### src/rtl/pipe_hazard_ctrl.sv
// Hazard controller for the 5-stage RISC-V pipeline: stall/flush generation, E-stage forwarding,
// and a memory-wait FSM whose watchdog freezes the pipeline permanently on a stuck data memory.
module pipe_hazard_ctrl #(
    parameter int MEM_TIMEOUT = 16,
    parameter int CNT_W       = 16
) (
    input  logic             clk,
    input  logic             reset,
    input  logic [4:0]       Rs1D,
    input  logic [4:0]       Rs2D,
    input  logic [4:0]       Rs1E,
    input  logic [4:0]       Rs2E,
    input  logic [4:0]       RdE,
    input  logic [4:0]       RdM,
    input  logic [4:0]       RdW,
    input  logic [1:0]       ResultSrcE,
    input  logic             RegWriteM,
    input  logic             RegWriteW,
    input  logic             PCSrcE,
    input  logic             MemAccessM,
    input  logic             dmem_ready,
    output logic             StallF,
    output logic             StallD,
    output logic             StallE,
    output logic             StallM,
    output logic             FlushD,
    output logic             FlushE,
    output logic             FlushW,
    output logic [1:0]       ForwardAE,
    output logic [1:0]       ForwardBE,
    output logic             mem_busy,
    output logic             mem_err,
    output logic [CNT_W-1:0] stall_count
);

    typedef enum logic [1:0] {
        RUN  = 2'd0,
        WAIT = 2'd1,
        ERR  = 2'd2
    } state_t;

    localparam logic [7:0]       LAST_WAIT = 8'(MEM_TIMEOUT - 1);
    localparam logic [CNT_W-1:0] CNT_ONE   = {{(CNT_W-1){1'b0}}, 1'b1};
    localparam logic [CNT_W-1:0] CNT_MAX   = {CNT_W{1'b1}};

    state_t     state, stateNext;
    logic [7:0] waitCnt, waitCntNext;
    logic       notReady, memStall, lwStall;

    // M-stage result is younger than W, so it wins when both target the same register.
    always_comb begin
        // NOTE: every combinational output gets a default first so no path leaves it unassigned (no latch).
        ForwardAE = 2'b00;
        ForwardBE = 2'b00;
        if (RegWriteM && (RdM != 5'd0) && (RdM == Rs1E))      ForwardAE = 2'b10;
        else if (RegWriteW && (RdW != 5'd0) && (RdW == Rs1E)) ForwardAE = 2'b01;
        if (RegWriteM && (RdM != 5'd0) && (RdM == Rs2E))      ForwardBE = 2'b10;
        else if (RegWriteW && (RdW != 5'd0) && (RdW == Rs2E)) ForwardBE = 2'b01;
    end

    assign notReady = MemAccessM & ~dmem_ready;
    assign memStall = notReady | (state == ERR);
    assign lwStall  = (ResultSrcE == 2'b01) && (RdE != 5'd0)
                      && ((RdE == Rs1D) || (RdE == Rs2D)) && !PCSrcE;

    // A frozen pipeline must not flush: a taken branch waits in E until the memory releases.
    always_comb begin
        StallF = 1'b0;
        StallD = 1'b0;
        StallE = 1'b0;
        StallM = 1'b0;
        FlushD = 1'b0;
        FlushE = 1'b0;
        FlushW = 1'b0;
        if (memStall) begin
            StallF = 1'b1;
            StallD = 1'b1;
            StallE = 1'b1;
            StallM = 1'b1;
            FlushW = 1'b1;
        end else begin
            StallF = lwStall;
            StallD = lwStall;
            FlushD = PCSrcE;
            FlushE = lwStall | PCSrcE;
        end
    end

    always_comb begin
        stateNext   = state;
        waitCntNext = waitCnt;
        case (state)
            RUN: begin
                if (notReady) begin
                    stateNext   = WAIT;
                    waitCntNext = 8'd1;
                end
            end
            WAIT: begin
                if (!notReady) begin
                    stateNext   = RUN;
                    waitCntNext = 8'd0;
                end else if (waitCnt == LAST_WAIT) begin
                    stateNext = ERR;
                end else begin
                    waitCntNext = waitCnt + 8'd1;
                end
            end
            ERR: begin
                stateNext = ERR;
            end
            default: begin
                stateNext   = RUN;
                waitCntNext = 8'd0;
            end
        endcase
    end

    // NOTE: state registers use non-blocking assignments so every flop samples pre-edge values.
    always_ff @(posedge clk or posedge reset) begin
        if (reset) begin
            state   <= RUN;
            waitCnt <= 8'd0;
        end else begin
            state   <= stateNext;
            waitCnt <= waitCntNext;
        end
    end

    always_ff @(posedge clk or posedge reset) begin
        if (reset) begin
            stall_count <= '0;
        end else if (StallF && (stall_count != CNT_MAX)) begin
            stall_count <= stall_count + CNT_ONE;
        end
    end

    assign mem_busy = (state == WAIT);
    assign mem_err  = (state == ERR);

endmodule

### config.mk
export PLATFORM = sky130hd
export DESIGN_NAME = pipe_hazard_ctrl
export DESIGN_NICKNAME = d
export VERILOG_FILES = /design/src/rtl/pipe_hazard_ctrl.sv
export SDC_FILE = /design/constraint.sdc
export NUM_CORES = 1
export LEC_CHECK = 0
export BUFFER_PORTS_ARGS = -buffer_cell sky130_fd_sc_hd__buf_2
export CAP_MARGIN = 5
export CORE_UTILIZATION = 35
export CTS_CLUSTER_SIZE = 20
export DETAILED_ROUTE_END_ITERATION = 16
export HOLD_SLACK_MARGIN = 0.12
export PLACE_DENSITY_LB_ADDON = 0.25
export SLEW_MARGIN = 10
export SYNTH_ARGS = -nofsm -noshare
export SYNTH_HDL_FRONTEND = slang
export SYNTH_SLANG_ARGS = --single-unit
### constraint.sdc
create_clock -name clk -period 5.07 [get_ports clk]
set_input_delay 0.2535 -clock clk [delete_from_list [all_inputs] [get_ports clk]]
set_output_delay 0.2535 -clock clk [all_outputs]
set_load 0.02 [all_outputs]
==> impl_metrics.toml, run 1 <==
[worst_setup_path]
crit_arrival_ns = 1.94
crit_chain = "buf_2, xor2_1, nor3_2, a22oi_2, o31ai_4, buf_2"
cp_slowest_stage_delay_ns = 0.78
worst_path_most_repeated_cell = "buf_2"
crit_path_top_delay_cell = "o31ai_4"
critPathRequiredTime_ns = 4.82
worstPathBufferInverterCount = 2
critical_path.top_delay_family = "compound AO/OA/AOI/OAI gates"
critPathLaunchType = "input pin"
cp-end-kind = "output port"
worstSetupPathType = "in2out"
worstPathMaxFanout = 17

[grt]
grt_max_degree = 27
globalRouteTotalUtil_pct = 15.0
grt_pass1_wl_um = 6460
antenna_found_initial = 0
grt_pass1_vias = 1457
grt-ovfl-total = 0

[logic_synthesis]
synth_top_area_share_pct = 34.7
synth_edf_count = 0
yosysTopAreaCell = "dfrtp_1"
netlist_instances = 185
yosysSeqAreaShare_pct = 34.7
async_flop_share_pct = 100
syn_area_sq_um = 1870
syn_avg_cell_area_sq_um = 10.1
synth_top_cells_by_count = "26 x dfrtp_1, 26 x xor2_1, 22 x xnor2_1, 12 x nor2_1, 8 x nand2_1"
ys.warnings.count = 0
synth-main-ff-cell = "dfrtp_1"
syn_nets = 231
synth.area.top_cells = "dfrtp_1 35%, xor2_1 12%, xnor2_1 10%"
ys_types = 48
ys_seq_elements = 26

[cells_and_area]
diodes = 0
area_growth_syn_to_layout_pct = 24.6
drive_above_1_share_pct = 42.2
fin_util_pct = 45.4
fin_area_sq_um = 2330
finalNetCount = 303
fin_cells = 326

[clock_tree]
insertion_delay_ns = 0.27
cts_resized = 0
postCtsHoldBufs = 0
htreeDepth = 1
cts_inserted_buffers = 3
cts_tree = "yes"
clockRootBuffer = "clkbuf_8"
post_cts_buffers = 0
cts.sinks = 26
path_clk_slew_ns = 0.09
cts_buffer_depth = 2

[timing]
slew_violations = 0
tightest_slew_ns = 0.991
min_period_over_period_pct = 43.3
max_slew_margin_pct = 33.9
clock_skew_ns = 0.00415
rsz0062_at_grt = "false"
max_freq_mhz = 455
setup_violations = 0
period_needed_ns = 2.20
hold_violations = 0
tns_ns = 0

[power_and_ir_drop]
ir_drop_uv = 175
leakage_nw = 1.13
power.density_nw_per_um2 = 247

[floorplanning]
io_pins = 73
die_y_um = 75.2
coreArea_sq_um = 5140
start_util_pct = 36.4
die-area_sq_um = 5650
rows = 26
die_width_um = 75.2

[route]
vias_per_cell = 4.73
drc = 0
firstDrtPassIters = 4
post_drt_wl_per_cell_um = 12.0
drtIter0Drc = 102
drt-total-wl_um = 3920
antenna_left = 0
vias = 1542

[job]
max_cap_viol_count = 0

[placement]
place_congestion = 0.750
place_hpwl_um = 3190
io_buffers = 72
postPlaceCellArea_sq_um = 2280
dpl.cell_count = 322

[hold_path]
holdCritPathClass = "in2async"

[status]
outcome = "finished clean"
-- where the power goes --
part | total, W | switching, W | internal (W)
Sequential | 0.000263 | 0.0000306 | 0.000232
Clock | 0.000134 | 0.0000648 | 0.0000695
Combinational | 0.000179 | 0.0000994 | 0.0000799
Total | 0.000576 | 0.000195 | 0.000382
-- path summary, 6_finish.rpt --
check / start / end / slack, ns / cells past startpoint
max in group asynchronous: reset / state[1] / 4.27 / 2
hold / removal: reset / stall_count[11] / 0.20 / 2
hold reg to reg: stall_count[15] / stall_count[15] / 0.50 / 1
min in group clk: dmem_ready / waitCnt[1] / 0.35 / 4
setup reg to reg: state[0] / stall_count[1] / 3.17 / 5
setup / recovery: RdE[1] / StallF / 2.87 / 6
-- cell families (layout without fill, tap and decap cells) --
| family | count (synthesis) | in the layout | synth area share, % |
|---|---|---|---|
| simple gates | 80 | 80 | 28.5 |
| xor+xnor | 50 | 50 | 24.2 |
| flops | 26 | 26 | 34.7 |
| compound gates | 18 | 18 | 7.28 |
| buf+inv | 7 | 78 | 2.60 |
| fa+ha+maj | 2 | 2 | 1.34 |
| mux | 2 | 2 | 1.34 |
-- stage by stage --
| stage | hold WS (ns) | power [W] | setup slack [ns] |
|---|---|---|---|
| 2_1_floorplan | 0.294 | 0.000379 | 3.00 |
| 3_3_place_gp | 0.483 | 0.000447 | 2.85 |
| 3_5_place_dp | 0.495 | 0.000450 | 2.79 |
| 4_1_cts | 0.238 | 0.000589 | 2.86 |
| 5_1_grt | 0.301 | 0.000617 | 2.74 |
| 6_report | 0.200 | 0.000576 | 2.87 |
-- layer usage --
metal / vias up / track usage, % / part of all wire (%)
met5: - / 0 / 0
met4: 0 / 3.50 / 0.56
met3: 2 / 3.48 / 3.5
met2: 32 / 26.2 / 50
met1: 714 / 18.7 / 46
li1: 794 / - / -
-- sequential cells by signal, indices dropped and copies added, names as in the netlist --
name,cells
stall_count,16
state,2
waitCnt,8
-- cell type report --
class                           instances  area (sq um)
Clock buffer                            4          55.1
Fill cell                             548          2810
Inverter                                2          7.51
Multi-Input combinational cell        152          1170
Sequential cell                        26           651
Tap cell                               70          87.6
Timing Repair Buffer                   72           360
-- cells in the final DEF, fill, tap and decap left out, types with 5 or more instances in the layout --
cell type | Yosys | routed
buf_2 | 0 | 72
dfrtp_1 | 26 | 26
nand2_1 | 8 | 8
nand3_1 | 7 | 7
nand3_2 | 6 | 6
nand4_1 | 5 | 5
nor2_1 | 12 | 12
or4_1 | 6 | 6
xnor2_1 | 22 | 22
xor2_1 | 26 | 26
(Power assumes the default switching activity.)
==> inputs of run 2 (changes only) <==
==> constraint.sdc (replaced) <==
create_clock -name clk -period 2 [get_ports clk]
set_input_delay 0.1 -clock clk [delete_from_list [all_inputs] [get_ports clk]]
set_output_delay 0.1 -clock clk [all_outputs]
set_load 0.02 [all_outputs]
==> run 2 against run 1 <==
Effect of this change:
- clock power rose by 110%
- non-clock buffer count rose by 6
- hold slack got worse by 0.0022 ns
- die area did not move
- via count rose by 0.78%
- setup slack got worse by 2.7 ns
- clock skew fell by 0.00061 ns
- sequential power rose to 2.5 times the previous value
- wire length fell by 1.2%
- largest power group unchanged
- highest routed layer unchanged
==> impl_metrics.toml, run 2 (synthesized netlist as in run 1, its figures left out) <==
[clock_tree]
path_clk_slew_ns = 0.08
cts_inserted_buffers = 3
cts_buffer_depth = 2
cts_resized = 0
clockRootBuffer = "clkbuf_8"
cts.sinks = 26
insertion_delay_ns = 0.26
htreeDepth = 1
cts_tree = "yes"
post_cts_buffers = 0

[timing]
tightest_slew_ns = 0.427
min_period_over_period_pct = 92.9
tns_ns = 0
clock_skew_ns = 0.00354
max_freq_mhz = 538
setup_ws_ns = 0.142
rsz0062_at_grt = "false"
setup_violations = 0
period_needed_ns = 1.86
slew_violations = 0
max_slew_margin_pct = 71.4
hold_violations = 0

[cells_and_area]
mostFrequentLayoutCell = "buf_2"
largest-register = "stall_count"
drive_above_1_share_pct = 42.9
fin_util_pct = 46.3
reg_top3 = "stall_count: 16 flops, waitCnt: 8 flops, state: 2 flops"
area_growth_syn_to_layout_pct = 27.1
diodes = 0
finalNetCount = 309
fin_area_sq_um = 2380
largest_reg_flops = 16
final_cell_mix = "72 x buf_2, 26 x xor2_1, 26 x dfrtp_1"

[worst_setup_path]
critPathLaunchType = "register"
critical_path.top_delay_family = "simple AND/OR/NAND/NOR gates"
critPathRequiredTime_ns = 1.90
worstPathMaxFanout = 10
worstSetupPathType = "reg2out"
crit_path_top_delay_cell = "dfrtp_1"
worstPathBufferInverterCount = 2
cp-end-kind = "output port"
reg2reg_slack_ns = 0.20
crit_arrival_ns = 1.76
cp_slowest_stage_delay_ns = 0.47
crit_chain = "and2b_2, nor2_1, o31ai_4, buf_12, buf_2"

[status]
outcome = "finished clean"

[floorplanning]
die_y_um = 75.2
rows = 26
die_width_um = 75.2
io_pins = 73
coreArea_sq_um = 5140
die-area_sq_um = 5650
start_util_pct = 36.4

[power_and_ir_drop]
sequentialPowerShare_pct = 46.9
p_sw_w = 0.000479
ir_drop_uv = 597
power.density_nw_per_um2 = 594
intPower_w = 0.000936
switching_share_pct = 33.8
pwr-share-clk_pct = 20.1
leakage_nw = 1.15
p_comb_share_pct = 33.0

[route]
post_drt_wl_per_cell_um = 11.7
drtIter0Drc = 32
drc = 0
firstDrtPassIters = 2
vias = 1554
drt-total-wl_um = 3870
antenna_left = 0
vias_per_cell = 4.69

[grt]
grt_pass1_vias = 1459
antenna_found_initial = 0
grt_pass1_wl_um = 6330
grt-ovfl-total = 0
grt_max_degree = 27
globalRouteTotalUtil_pct = 14.4

[placement]
io_buffers = 72
dp_slack_ns = 0.220
place_hpwl_um = 3200
postPlaceCellArea_sq_um = 2330
place_congestion = 0.754

[job]
max_cap_viol_count = 0

[hold_path]
holdCritPathClass = "in2reg"
## run 2: cell count changes in the layout (fill, tap and decap cells not counted)
| cell | before | now |
|---|---|---|
| buf_4 | 0 | 4 |
| buf_12 | 0 | 1 |
| clkbuf_8 | 4 | 3 |
| dlygate4sd3_1 | 0 | 1 |
## run 2: final cells by class
cell class,count,area (sq um)
Fill cell,524,2760
Inverter,2,7.51
Multi-Input combinational cell,152,1170
Sequential cell,26,651
Tap cell,70,87.6
Clock buffer,3,41.3
Timing Repair Buffer,78,420
## run 2: stage by stage
stage	hold WS, ns	power, W	instances
finish	0.198	0.00142	331
global route	0.220	0.00151	331
CTS	0.190	0.00144	331
detailed placement	0.174	0.00115	327
global placement	0.173	0.00114	327
floorplan	0.140	0.000961	185
## run 2: power groups by stage
stage	combinational (W)	sequential, W	clock, W
6_report	0.000467	0.000664	0.000284
5_1_grt	0.000511	0.000678	0.000324
4_1_cts	0.000473	0.000665	0.000302
3_5_place_dp	0.000470	0.000675	0
3_3_place_gp	0.000468	0.000676	0
2_1_floorplan	0.000234	0.000728	0
## run 2: timing repair
item / 4_1_cts / 5_1_grt
hold endpoints to repair: 26 / 0
hold buffers: 1 / 0
endpoints found under the setup margin: 0 / 0
## run 2: worst register-to-register path, stage by stage, from the launching register on
cell and delay, ns:
dfrtp_1 0.42, or4_1 0.55, nor2_2 0.21, a21o_2 0.24, nor3_1 0.08, xnor2_1 0.13, nor2_1 0.05
## run 2: final timing paths
path / startpoint / to / cells after the start
max in group asynchronous: reset / state[1] / 4
setup reg to reg: waitCnt[6] / waitCnt[5] / 6
hold reg to reg: stall_count[8] / stall_count[8] / 1
min in group asynchronous: reset / stall_count[8] / 4
hold / removal: dmem_ready / waitCnt[6] / 4
setup / recovery: state[0] / StallF / 5
## run 2: per-layer routing
metal  vias up  GRT usage [%]  part of all wire, %  wire length (um)
met5         -              0                    0                 0
met4         0           2.88                 0.70                27
met3         2           3.21                  3.6               138
met2        29           24.5                   48              1850
met1       722           18.9                   48              1850
li1        801              -                    -                 -
